### src/rtl/lfu.sv
// Least-frequently-used residency tracker for four request buttons.
// Each accepted tick bumps a saturating use counter; hot items are cached, cold ones evicted.
module lfu #(
  parameter int CAPACITY      = 3,
  parameter int CW            = 8,
  parameter int INSERT_THRESH = 2
) (
  input  logic clk,
  input  logic rst,
  input  logic timedClock,
  input  logic b1,
  input  logic b2,
  input  logic b3,
  input  logic b4,
  output logic l1,
  output logic l2,
  output logic l3,
  output logic l4
);

  localparam int N = 4;
  typedef logic [CW-1:0] cnt_t;
  localparam cnt_t THRESH = cnt_t'(INSERT_THRESH);

  logic         tc_q;
  logic         tick;
  logic [N-1:0] req;
  logic [N-1:0] res_q, res_d;
  cnt_t         cnt_q [N];
  cnt_t         cnt_d [N];

  logic         sel_valid;
  logic [1:0]   sel;
  cnt_t         sel_next;
  int           res_cnt;
  logic         victim_found;
  logic [1:0]   victim;
  cnt_t         victim_cnt;

  assign tick = timedClock & ~tc_q;
  assign req  = {b4, b3, b2, b1};

  always_comb begin
    // NOTE: every signal gets a default before any branch so no latch is inferred.
    res_d        = res_q;
    cnt_d        = cnt_q;
    sel_valid    = 1'b0;
    sel          = '0;
    res_cnt      = 0;
    victim_found = 1'b0;
    victim       = '0;
    victim_cnt   = '0;

    // Scan downward so the lowest-numbered pressed button wins.
    for (int i = N - 1; i >= 0; i--) begin
      if (req[i]) begin
        sel       = 2'(i);
        sel_valid = 1'b1;
      end
    end

    for (int i = 0; i < N; i++) begin
      if (res_q[i]) res_cnt++;
    end

    // Strict less-than keeps the lowest-numbered item on count ties.
    for (int i = 0; i < N; i++) begin
      if (res_q[i] && (!victim_found || cnt_q[i] < victim_cnt)) begin
        victim       = 2'(i);
        victim_cnt   = cnt_q[i];
        victim_found = 1'b1;
      end
    end

    sel_next = (cnt_q[sel] == '1) ? cnt_q[sel] : cnt_q[sel] + cnt_t'(1);

    if (tick && sel_valid) begin
      cnt_d[sel] = sel_next;
      if (!res_q[sel] && sel_next >= THRESH) begin
        if (res_cnt < CAPACITY) begin
          res_d[sel] = 1'b1;
        end else if (victim_found) begin
          res_d[victim] = 1'b0;
          cnt_d[victim] = '0;
          res_d[sel]    = 1'b1;
        end
      end
    end
  end

  always_ff @(posedge clk or posedge rst) begin
    if (rst) begin
      tc_q  <= 1'b0;
      res_q <= '0;
      // NOTE: the counter bank is only four registers, so it is cleared by reset like any other flop.
      for (int i = 0; i < N; i++) cnt_q[i] <= '0;
    end else begin
      // NOTE: non-blocking assignments so every register samples pre-edge values.
      tc_q  <= timedClock;
      res_q <= res_d;
      cnt_q <= cnt_d;
    end
  end

  assign l1 = res_q[0];
  assign l2 = res_q[1];
  assign l3 = res_q[2];
  assign l4 = res_q[3];

endmodule

### config.mk
export PLATFORM = sky130hd
export DESIGN_NAME = lfu
export DESIGN_NICKNAME = d
export VERILOG_FILES = /design/src/rtl/lfu.sv
export SDC_FILE = /design/constraint.sdc
export NUM_CORES = 1
export LEC_CHECK = 0
export ABC_AREA = 0
export ABC_CLOCK_PERIOD_IN_PS = 12000
export CAP_MARGIN = 40
export CORE_MARGIN = 2
export CORE_UTILIZATION = 30
export CTS_BUF_LIST = sky130_fd_sc_hd__clkbuf_16
export DETAILED_ROUTE_END_ITERATION = 8
export PLACE_DENSITY = 0.48
export SLEW_MARGIN = 20
export SYNTH_ARGS = -nofsm -noshare
export SYNTH_HDL_FRONTEND = slang
export SYNTH_SLANG_ARGS = --single-unit
### constraint.sdc
create_clock -name clk -period 12 [get_ports clk]
set_input_delay 1.2 -clock clk [delete_from_list [all_inputs] [get_ports clk]]
set_output_delay 1.2 -clock clk [all_outputs]
set_load 0.01 [all_outputs]
==> impl_results.md <==
- Max transition margin: 45.4%
- Worst skew pair latency: around 0.28 ns
- Hold Buf Count CTS: 0
- Setup-failing EPs final: 0
- Largest stage delay, worst path: between 0.5 and 0.6 ns
- Drt pass-1 iters: 5
- CP max-delay cell: a311oi_1
- LEAKAGE: between 1 and 1.5 nW
- Fin crit period: 6.59 ns
- Final instance area: 3520 sq um
- Synth area leader: dfrtp_1
- Synth-to-Final Area Change: 11.9%
- Setup Skew: 0.00437 ns
- Core area: roughly 10000 sq um
- Final TNS setup: 0 ns
- Final Cycle Share: 54.9%
- Yosys warning count: 0
- Worst slew pin tran: 0.816 ns
- Arrival time worst endpoint: 6.76 ns
- Count of final hold-check violations: 0
- Worst setup SP type: flip-flop
- R2R cell count: 25
- Post_cts resized: 0
- Post-Syn Area: 3150 sq um
- Io pins: 11
- HPWL after DPL: roughly 7.6 mm
- Synth top area cells: dfrtp_1 (29%), ha_1 (10%), a21oi_1 (5.2%)
- CTS clk-pin slew, worst paths: 0.06 ns
- Die area: about 11000 sq um
- Initial antenna violation count: 0
- Worst Path Required: 12.17 ns
- Final Wtd Congestion: 0.863
- DIE HEIGHT: about 110 um
- Grt ovf: 0
- Pwr dens: approximately 320 nW/um^2
- Worst Hold Depth: 1
- Stages on the worst setup path: 25
- Proportion of layout cells with a drive suffix above 1: 9.26%
- Status: finished, final reports clean
- Vias in the first global route: 2868
- Post-synth EDFFs: 0
- Final #Nets: between 300 and 400
- Dpl cell area: between 3000 and 4000 sq um
- RSZ-0062 raised after global routing: false
- CTS sink cnt: 37
- Gate Count Post-Synth: 361
- Initial core utilization: ~30%
- Yosys cell types: 68
- Die width: 106 um
- Root buf cell: clkbuf_16
- Worst hold-check path type: flip-flop to flip-flop
- Top cell by count, worst path: a21oi_1
- Pin count of the biggest net entering global routing: 38
- Row count: 37
- Iter 0 DRT Violations: between 200 and 300
- RR Startpoint: res_q[0]$_DFFE_PP0P_
- Vias per cell: 5.85
- Crit Reg-Reg Endpoint: cnt_q[2]$_DFFE_PP0P_
- Vias: slightly below 3000
- DRC violations left: 0
- Critical path class: flip-flop to flip-flop
- Register bit count reported by yosys: 37
- CTS max path bufs: 2
- FMAX: approximately 150 MHz
- CP endpoint kind: flip-flop
- Final core utilization: 34.3%
- Avg Inst Size Synth: 8.72 sq um
- Critical path's top delay family: compound AO/OA/AOI/OAI gates
- MaxCap Viol Count: 0
- WL per Instance: 19.9 um
- GRT Total Usage: between 10% and 20%
- Syn_nets: around 400
- CP Buf/Inv Count: 1
- Sequential share of the synthesized area: 29.4%
- Final WL: 10.0 mm
- FFs w/ async S/R, synth: between 90% and 100%
- Worst-path fanout max: 15
- Worst R2R Setup Slack: 5.41 ns
- Clock buffer count from CTS: 5
- Share of the synthesized area in the top cell type: between 20 and 30%
- Maximum VDD drop: 0.135 mV
- Routed Antenna Nets: 0
- Predominant post-synthesis flop cell: dfrtp_1
- WHS Endpoint: cnt_q[3]$_DFFE_PP0P_
- Setup Buffers After CTS: 0
- CTS tree: done
- First-pass GRT wire length: approximately 16 mm
- H-tree depth: 2
- Hold Path Origin: cnt_q[3]$_DFFE_PP0P_
- Antenna cells: 0
- PortBufs: 10
- Slew Viols, Final: 0
[cells in the mapped netlist (6+ instances only)]
cell type / count
inv_1: 19
o221ai_1: 7
nand2_1: 33
dfrtp_1: 37
o21ai_0: 11
a21oi_1: 33
nor2_1: 33
ha_1: 26
nor2b_1: 7
nor3_1: 9
clkbuf_1: 8
a22o_1: 17
o21a_1: 6
a32o_1: 8
nor3b_1: 6
o22ai_1: 11
[power by group]
group          internal, mW  switching, mW  total (mW)
sequential            0.175         0.0869       0.262
combinational         0.280          0.439       0.720
clock                0.0973         0.0543       0.152
[worst register-to-register path, cell delays in order (launching register included)]
cell and delay [ns]:
dfrtp_1 0.55, nand2_1 0.15, ha_1 0.34, a41o_1 0.24
a21oi_1 0.26, o21a_1 0.18, and2_1 0.42, nor2_1 0.10
a21oi_1 0.26, ha_1 0.32, a21oi_1 0.16, a21oi_1 0.09
nor4b_1 0.39, o21ai_0 0.23, o21ai_1 0.23, buf_4 0.22
nor2_1 0.07, a21oi_1 0.15, ha_1 0.27, a21oi_1 0.14
o21ai_0 0.15, nor3_1 0.27, o211ai_1 0.19, a311oi_1 0.58
a31oi_4 0.22, a22o_1 0.30
[layout make-up]
cell class	count	area, sq um
fillers	1079	6750
repair buffers	14	128
inverters	19	71.3
multi-input cells	289	2060
clock buffers	5	125
flip-flops and latches	37	926
well taps	136	170
clock inverters	3	41.3
[cells by family (layout without fill, tap and decap cells)]
family / after synthesis / in the layout / synth area share, %
AOI/OAI and AO/OA: 133 / 133 / 33.0
xor gates and xnor gates: 2 / 2 / 0.556
adders and majority gates: 26 / 26 / 10.3
buffers and inverters: 35 / 41 / 5.09
DFF: 37 / 37 / 29.4
muxes: 1 / 1 / 0.358
and+or+nand+nor: 127 / 127 / 21.3
[worst max path at each step]
stage / slack, ns / startpoint / end
global route: 4.71 / res_q[0]$_DFFE_PP0P_ / cnt_q[2]$_DFFE_PP0P_
global placement: 5.16 / res_q[0]$_DFFE_PP0P_ / cnt_q[2]$_DFFE_PP0P_
finish: 5.41 / res_q[0]$_DFFE_PP0P_ / cnt_q[2]$_DFFE_PP0P_
detailed placement: 5.17 / res_q[0]$_DFFE_PP0P_ / cnt_q[2]$_DFFE_PP0P_
floorplan: 6.18 / res_q[0]$_DFFE_PP0P_ / cnt_q[0]$_DFFE_PP0P_
CTS: 5.09 / res_q[0]$_DFFE_PP0P_ / cnt_q[2]$_DFFE_PP0P_
[routing by layer]
metal | global-route usage [%] | share of wire (%) | wire length [um]
met5 | 0 | 0 | 0
met4 | 7.05 | 3.2 | 320
met3 | 2.88 | 6.8 | 684
met2 | 28.9 | 45 | 4460
met1 | 26.5 | 45 | 4560
[per-stage QoR]
step / worst slack (ns) / power, mW / hold WS, ns / instances
floorplan: 6.18 / 0.783 / 0.487 / 361
global placement: 5.16 / 0.961 / 0.553 / 493
detailed placement: 5.17 / 0.966 / 0.557 / 494
CTS: 5.09 / 1.12 / 0.558 / 502
global route: 4.71 / 1.25 / 0.583 / 503
finish: 5.41 / 1.13 / 0.556 / 503
[cells in the final DEF (no fill, tap or decap), drive strengths merged, types with 4 or more instances in the layout]
master	instances
nor4b	4
a32o	8
a31oi	5
nor3	10
or2	4
a22o	17
nor2	34
o22ai	11
inv	19
nor3b	6
o221ai	8
buf	4
o21ai	17
nand3	5
nor2b	7
o21a	6
clkbuf	5
clkdlybuf4s50	10
a21oi	35
dfrtp	37
or3	6
ha	26
nand2	34
[registers in the layout (all words and copies together), names as in the netlist]
| name | flops |
|---|---|
| cnt_q | 32 |
| res_q | 4 |
| tc_q | 1 |
Note: power is estimated with default switching activity, not from simulation.
